### config.mk
export PLATFORM = sky130hd
export DESIGN_NAME = dma_wb
export DESIGN_NICKNAME = d
export VERILOG_FILES = /design/src/rtl/dma_wb.sv
export SDC_FILE = /design/constraint.sdc
export NUM_CORES = 1
export LEC_CHECK = 0
export ABC_AREA = 1
export BUFFER_PORTS_ARGS = -buffer_cell sky130_fd_sc_hd__buf_4
export CAP_MARGIN = 20
export CORE_AREA = 4 4 176 178
export CTS_CLUSTER_SIZE = 12
export DETAILED_ROUTE_END_ITERATION = 10
export DIE_AREA = 0 0 180 182
export GPL_ROUTABILITY_DRIVEN = 0
export PLACE_DENSITY_LB_ADDON = 0.25
export SLEW_MARGIN = 5
export SYNTH_ARGS = -nofsm -noshare
export SYNTH_HDL_FRONTEND = slang
export SYNTH_SLANG_ARGS = --single-unit
### constraint.sdc
create_clock -name wb_clk_i -period 1.5 [get_ports wb_clk_i]
set_input_delay 0.15 -clock wb_clk_i [delete_from_list [all_inputs] [get_ports wb_clk_i]]
set_output_delay 0.15 -clock wb_clk_i [all_outputs]
set_load 0.1 [all_outputs]
### src/rtl/dma_wb.sv
// dma_wb: Wishbone bus-master DMA engine.
// The CPU programs it through a four-register slave window. It then copies LEN
// 32-bit words from SRC to DST on the system bus and can raise a level interrupt
// when the copy completes.
// Optional build macro DMA_FILL_EN adds fill mode (CTRL bit3). In fill mode every
// DST word is written with the SRC register value and no read cycles are issued.
//
// Handshake (both ports follow classic Wishbone):
//   A request is cyc & stb.
//   The responder raises ack for exactly one cycle, and the request completes on
//   that cycle.
//   Address, data and we stay stable from strobe assertion until the ack cycle.
//   This master then drops cyc/stb for at least one cycle before its next request.
//   The slave port acks one cycle after a request.
//   It never acks in the cycle that follows an ack, so a held strobe gets one ack
//   every two cycles.
//   Slave writes commit on the edge that ends the ack cycle.

module dma_wb #(
    parameter int LEN_BITS = 16
) (
    input  logic        wb_clk_i,
    input  logic        wb_rst_i,
    // CPU-facing slave register window
    input  logic [25:0] wb_adr_i,
    input  logic [31:0] wb_dat_i,
    output logic [31:0] wb_dat_o,
    input  logic        wb_we_i,
    input  logic [3:0]  wb_sel_i,
    input  logic        wb_stb_i,
    input  logic        wb_cyc_i,
    output logic        wb_ack_o,
    // system bus master
    output logic [31:0] wbm_adr_o,
    output logic [31:0] wbm_dat_o,
    input  logic [31:0] wbm_dat_i,
    output logic        wbm_we_o,
    output logic [3:0]  wbm_sel_o,
    output logic        wbm_stb_o,
    output logic        wbm_cyc_o,
    input  logic        wbm_ack_i,
    output logic        int_o,
    // current FSM state (0 idle, 1 read phase, 2 write phase)
    output logic [1:0]  dbg_state
);

    typedef enum logic [1:0] {
        S_IDLE = 2'd0,
        S_RD   = 2'd1,
        S_WR   = 2'd2
    } state_t;

    state_t              state;

    // programmed registers (addresses held as word addresses)
    logic [29:0]         src_reg;
    logic [29:0]         dst_reg;
    logic [LEN_BITS-1:0] len_reg;
    logic                ien;
    logic                done;

    // working copies used during a transfer
    logic [31:0]         cur_src;
    logic [31:0]         cur_dst;
    logic [LEN_BITS-1:0] cnt;
    logic [31:0]         data_buf;

    logic                busy;
    logic                slv_req;
    logic                slv_wr;
    logic                start_req;
    logic                done_clr;
    logic                fill_bit;
    logic [31:0]         rd_mux;
    logic                unused_slv;

`ifdef DMA_FILL_EN
    logic [1:0]          src_lo;      // low SRC bits, kept only as fill data
    logic                fill_reg;
    logic                fill_mode;   // fill flag latched at START
    assign fill_bit = fill_reg;
`else
    assign fill_bit = 1'b0;
`endif

    // Only the register index is decoded; byte selects do not matter for
    // full-word registers.
    assign unused_slv = ^{wb_adr_i[25:2], wb_sel_i};

    assign busy      = (state != S_IDLE);
    assign slv_req   = wb_cyc_i & wb_stb_i;
    assign slv_wr    = slv_req & wb_ack_o & wb_we_i;
    assign start_req = slv_wr && (wb_adr_i[1:0] == 2'd3) && wb_dat_i[0];
    assign done_clr  = slv_wr && (wb_adr_i[1:0] == 2'd3) && wb_dat_i[2];

    assign int_o     = done & ien;
    assign wbm_sel_o = 4'b1111;
    assign dbg_state = state;

    // Read mux for the register window.
    always_comb begin
        rd_mux = 32'd0;
        case (wb_adr_i[1:0])
            2'd0:    rd_mux = {src_reg, 2'b00};
            2'd1:    rd_mux = {dst_reg, 2'b00};
            2'd2:    rd_mux = 32'(len_reg);
            default: rd_mux = {28'd0, fill_bit, done, ien, busy};
        endcase
    end

    // Slave ack generation; read data is captured with the ack so it is valid
    // while ack is high.
    always_ff @(posedge wb_clk_i) begin
        if (wb_rst_i) begin
            wb_ack_o <= 1'b0;
            wb_dat_o <= 32'd0;
        end else begin
            wb_ack_o <= slv_req & ~wb_ack_o;
            wb_dat_o <= (slv_req & ~wb_ack_o) ? rd_mux : 32'd0;
        end
    end

    // Programmed registers.
    // Address and length are frozen while a transfer runs; IEN stays writable.
    always_ff @(posedge wb_clk_i) begin
        if (wb_rst_i) begin
            src_reg  <= 30'd0;
            dst_reg  <= 30'd0;
            len_reg  <= '0;
            ien      <= 1'b0;
`ifdef DMA_FILL_EN
            src_lo   <= 2'd0;
            fill_reg <= 1'b0;
`endif
        end else if (slv_wr) begin
            case (wb_adr_i[1:0])
                2'd0: if (!busy) begin
                    src_reg <= wb_dat_i[31:2];
`ifdef DMA_FILL_EN
                    src_lo  <= wb_dat_i[1:0];
`endif
                end
                2'd1: if (!busy) dst_reg <= wb_dat_i[31:2];
                2'd2: if (!busy) len_reg <= wb_dat_i[LEN_BITS-1:0];
                default: begin
                    ien <= wb_dat_i[1];
`ifdef DMA_FILL_EN
                    if (!busy) fill_reg <= wb_dat_i[3];
`endif
                end
            endcase
        end
    end

    // Transfer FSM with registered master outputs and the DONE flag.
    // A DONE set in the same cycle as a clear takes priority because it is
    // assigned later.
    always_ff @(posedge wb_clk_i) begin
        if (wb_rst_i) begin
            state     <= S_IDLE;
            cur_src   <= 32'd0;
            cur_dst   <= 32'd0;
            cnt       <= '0;
            data_buf  <= 32'd0;
            done      <= 1'b0;
            wbm_cyc_o <= 1'b0;
            wbm_stb_o <= 1'b0;
            wbm_we_o  <= 1'b0;
            wbm_adr_o <= 32'd0;
            wbm_dat_o <= 32'd0;
`ifdef DMA_FILL_EN
            fill_mode <= 1'b0;
`endif
        end else begin
            if (done_clr) done <= 1'b0;
            case (state)
                S_IDLE: begin
                    wbm_cyc_o <= 1'b0;
                    wbm_stb_o <= 1'b0;
                    wbm_we_o  <= 1'b0;
                    if (start_req) begin
                        cur_src <= {src_reg, 2'b00};
                        cur_dst <= {dst_reg, 2'b00};
                        cnt     <= len_reg;
                        if (len_reg == '0) begin
                            done <= 1'b1;
                        end
`ifdef DMA_FILL_EN
                        else if (wb_dat_i[3]) begin
                            fill_mode <= 1'b1;
                            data_buf  <= {src_reg, src_lo};
                            state     <= S_WR;
                        end else begin
                            fill_mode <= 1'b0;
                            state     <= S_RD;
                        end
`else
                        else begin
                            state <= S_RD;
                        end
`endif
                    end
                end
                S_RD: begin
                    if (!wbm_stb_o) begin
                        wbm_cyc_o <= 1'b1;
                        wbm_stb_o <= 1'b1;
                        wbm_we_o  <= 1'b0;
                        wbm_adr_o <= cur_src;
                    end else if (wbm_ack_i) begin
                        data_buf  <= wbm_dat_i;
                        wbm_cyc_o <= 1'b0;
                        wbm_stb_o <= 1'b0;
                        state     <= S_WR;
                    end
                end
                S_WR: begin
                    if (!wbm_stb_o) begin
                        wbm_cyc_o <= 1'b1;
                        wbm_stb_o <= 1'b1;
                        wbm_we_o  <= 1'b1;
                        wbm_adr_o <= cur_dst;
                        wbm_dat_o <= data_buf;
                    end else if (wbm_ack_i) begin
                        wbm_cyc_o <= 1'b0;
                        wbm_stb_o <= 1'b0;
                        wbm_we_o  <= 1'b0;
                        cnt       <= cnt - LEN_BITS'(1);
                        cur_dst   <= cur_dst + 32'd4;
`ifdef DMA_FILL_EN
                        if (!fill_mode) cur_src <= cur_src + 32'd4;
`else
                        cur_src   <= cur_src + 32'd4;
`endif
                        if (cnt == LEN_BITS'(1)) begin
                            done  <= 1'b1;
                            state <= S_IDLE;
                        end else begin
`ifdef DMA_FILL_EN
                            state <= fill_mode ? S_WR : S_RD;
`else
                            state <= S_RD;
`endif
                        end
                    end
                end
                default: state <= S_IDLE;
            endcase
        end
    end

endmodule

==> impl_metrics.tcl <==
set metrics [dict create \
    routed_via_density 5.65 \
    grt_overflow 0 \
    ir_drop_mv 0.823 \
    violations "setup timing" \
    finalSetupViolCount 242 \
    clk_latency_ps 560 \
    end_kind "flop" \
    pre_cts_ws_ps -212 \
    slowest_delay_ps 360 \
    dpl_cell_area_um2 16100 \
    holdCritPathClass "in -> reg" \
    hpwl_mm 29.3 \
    clock_skew_ps 9.69 \
    remaining_drc_errors 0 \
    grt_pass1_wl_mm 75.0 \
    fin_ws_ps -261 \
    worstPathMaxFanout 16 \
    synth_area_um2 13000 \
    finalNonFillerCells 2702 \
    drive_above_1_share_pct 34.3 \
    io_pins 207 \
    crit_arrival_ps 2190 \
    powerDensity_nw_per_um2 764 \
    stdcell_area_um2 20800 \
    cpMaxStageDelayCell "dfxtp_4" \
    syn_area_per_cell_um2 7.02 \
    hold_violations 0 \
    vias 15278 \
    totalWireLength_mm 52.9 \
    async_flop_share_pct 0 \
    die_x_um 180 \
    synthCells 1856 \
    crit_path_start_kind "flop" \
    cts.root.buffer_cell "clkbuf_16" \
    path_delay_family "buffers and inverters" \
    portBuffers 174 \
    path_cells "inv_4 > ha_4 > inv_2 > buf_4 > nor2_4 > buf_12 > buf_16 > o21ai_0 > a21oi_1" \
    start_util_pct 44.3 \
    grt_usage_pct 27.7 \
    routedWlPerCell_um 19.6 \
    n_antenna_cell 0 \
    firstDrtPassIters 5 \
    area_growth_pct 59.3 \
    p_leak_uw 0.00833 \
    cts_tree "built" \
    first_iter_violations 1469 \
    nFillCells 2148 \
    clk_path_buf_depth 3 \
    core_um2 29400 \
    layout.nets 2403 \
    largestRegisters "data_buf x32, wb_dat_o x32, wbm_dat_o x32" \
    outcome "complete, but fails checks" \
    fp.dieArea_um2 32800 \
    cts_buffers 31 \
    drtAntennaViolNets 0 \
    yosysSeqAreaShare_pct 44.1 \
    utilization_pct 70.6 \
    critical_path_class "reg -> reg" \
    slew_viol_final 0 \
    cp.required_ps 1930 \
    ys_ff_latch 287 \
    synthFlopType "dfxtp_1" \
    cts.sinks 287 \
    cts.clk_slew.worst_paths_ps 60 \
    max-slew-margin-rel_pct 61.3 \
    placed_cells 2495 \
    yosysUniqueCellTypes 40 \
    yosysWarnings 0 \
    period_share_pct 117 \
    maxCapViolCount 0 \
    period_needed_ps 1760 \
    synth_edf_count 0 \
    power_uw 15900 \
    worst_pin_slew_ps 581 \
    grt_pass1_vias 14309 \
    mostFrequentLayoutCell "buf_4" \
    grt_max_degree 80 \
    antenna_found_initial 2 \
    die_h_um 182 \
    path_buf_inv 5 \
    rows 63 \
    rsz0062_at_grt "yes" \
    mostFrequentLayoutCells "buf_4 (331), nand2_1 (293), dfxtp_1 (272)" \
    cts_max_level 1 \
    max_freq_mhz 568 \
]
## layer usage
layer / vias to the layer above / part of all wire, % / track usage, %
li1: 7052 / - / -
met1: 7181 / 39 / 35.5
met2: 849 / 47 / 45.4
met3: 192 / 10 / 6.73
met4: 4 / 4.4 / 10.4
met5: - / 0.051 / 0
## cells in the mapped netlist (2+ instances only)
library cell / count / share of area (%)
buf_4: 10 / 0.58
buf_2: 25 / 0.96
dfxtp_1: 287 / 44
clkinv_1: 2 / 0.058
nand3_1: 75 / 2.9
or2_2: 8 / 0.38
o211ai_1: 11 / 0.63
xnor2_1: 2 / 0.13
inv_1: 211 / 6.1
nor3_1: 23 / 0.88
o21bai_1: 3 / 0.17
xor2_1: 8 / 0.54
o221ai_1: 3 / 0.20
nor2_4: 3 / 0.26
nand2_2: 4 / 0.19
o21a_1: 2 / 0.12
clkbuf_1: 71 / 2.0
ha_1: 9 / 0.86
nand3b_1: 5 / 0.29
nor2_1: 160 / 4.6
nand2_1: 311 / 9.0
o21ai_0: 280 / 11
inv_2: 2 / 0.058
buf_1: 6 / 0.17
nor2_2: 9 / 0.43
a31oi_1: 34 / 1.6
a211oi_1: 6 / 0.35
o22ai_1: 12 / 0.58
buf_6: 2 / 0.17
a21oi_1: 236 / 9.1
o21ai_1: 9 / 0.35
nand4_1: 19 / 0.91
## stage by stage
step | setup TNS [ps] | hold WS [ps]
final | -23080 | 40.8
after global routing | -37020 | 98.0
after CTS | -9860 | 22.1
after detailed placement | -6740 | 377
after global placement | -3100 | 373
after floorplan | -25520 | 285
## power by group
part           switching [µW]  leakage (µW)  internal, µW
sequential               10.9       0.00232          7630
clock                    3190      0.000466          4130
combinational             495       0.00555           399
## cells by family after synthesis
group                    count (synthesis)  share of synthesized area, %
AND/OR/NAND/NOR                        621                          20.2
AO/OA/AOI/OAI                          598                          24.0
buffers and inverters                  330                          10.2
flip-flops                             287                          44.1
XOR/XNOR                                10                         0.672
adder cells (fa/ha/maj)                  9                         0.864
other                                    1                        0.0288
## worst reg2reg max path: stages, from the launching register on
cell     delay [ps]
dfxtp_4         360
inv_4            50
ha_4            180
inv_2           150
buf_4           180
nor2_4           40
buf_12          140
buf_16          150
o21ai_0         270
a21oi_1         110
## final cells by class
cell class	instances	area, µm²	share of cell area (%)
multi-input combinational	1242	7260	35.0
timing repair inverter	1	11.3	0.0543
inverter	216	843	4.06
tap	390	488	2.35
timing repair buffer	515	5440	26.2
clock buffer	41	853	4.11
sequential	287	5770	27.8
clock inverter	10	87.6	0.422
## path summary, 6_finish.rpt
check             slack (ps)          from  depth (start not counted)            end
setup / recovery        -260  dbg_state[0]                          9  wbm_dat_o[14]
hold / removal            40     wbm_ack_i                          6       wbm_we_o
hold reg to reg          450  wbm_adr_o[1]                          2   wbm_adr_o[1]
setup reg to reg        -260  dbg_state[0]                          9  wbm_dat_o[14]
## repair_timing
item / CTS / global route
hold endpoints to repair: 111 / 0
setup endpoints to repair: 176 / 255
gates cloned: 28 / 17
resized for setup: 211 / 310
pin swaps: 20 / 67
hold buffers: 67 / 0
setup buffers: 29 / 19
(Power assumes the default switching activity.)
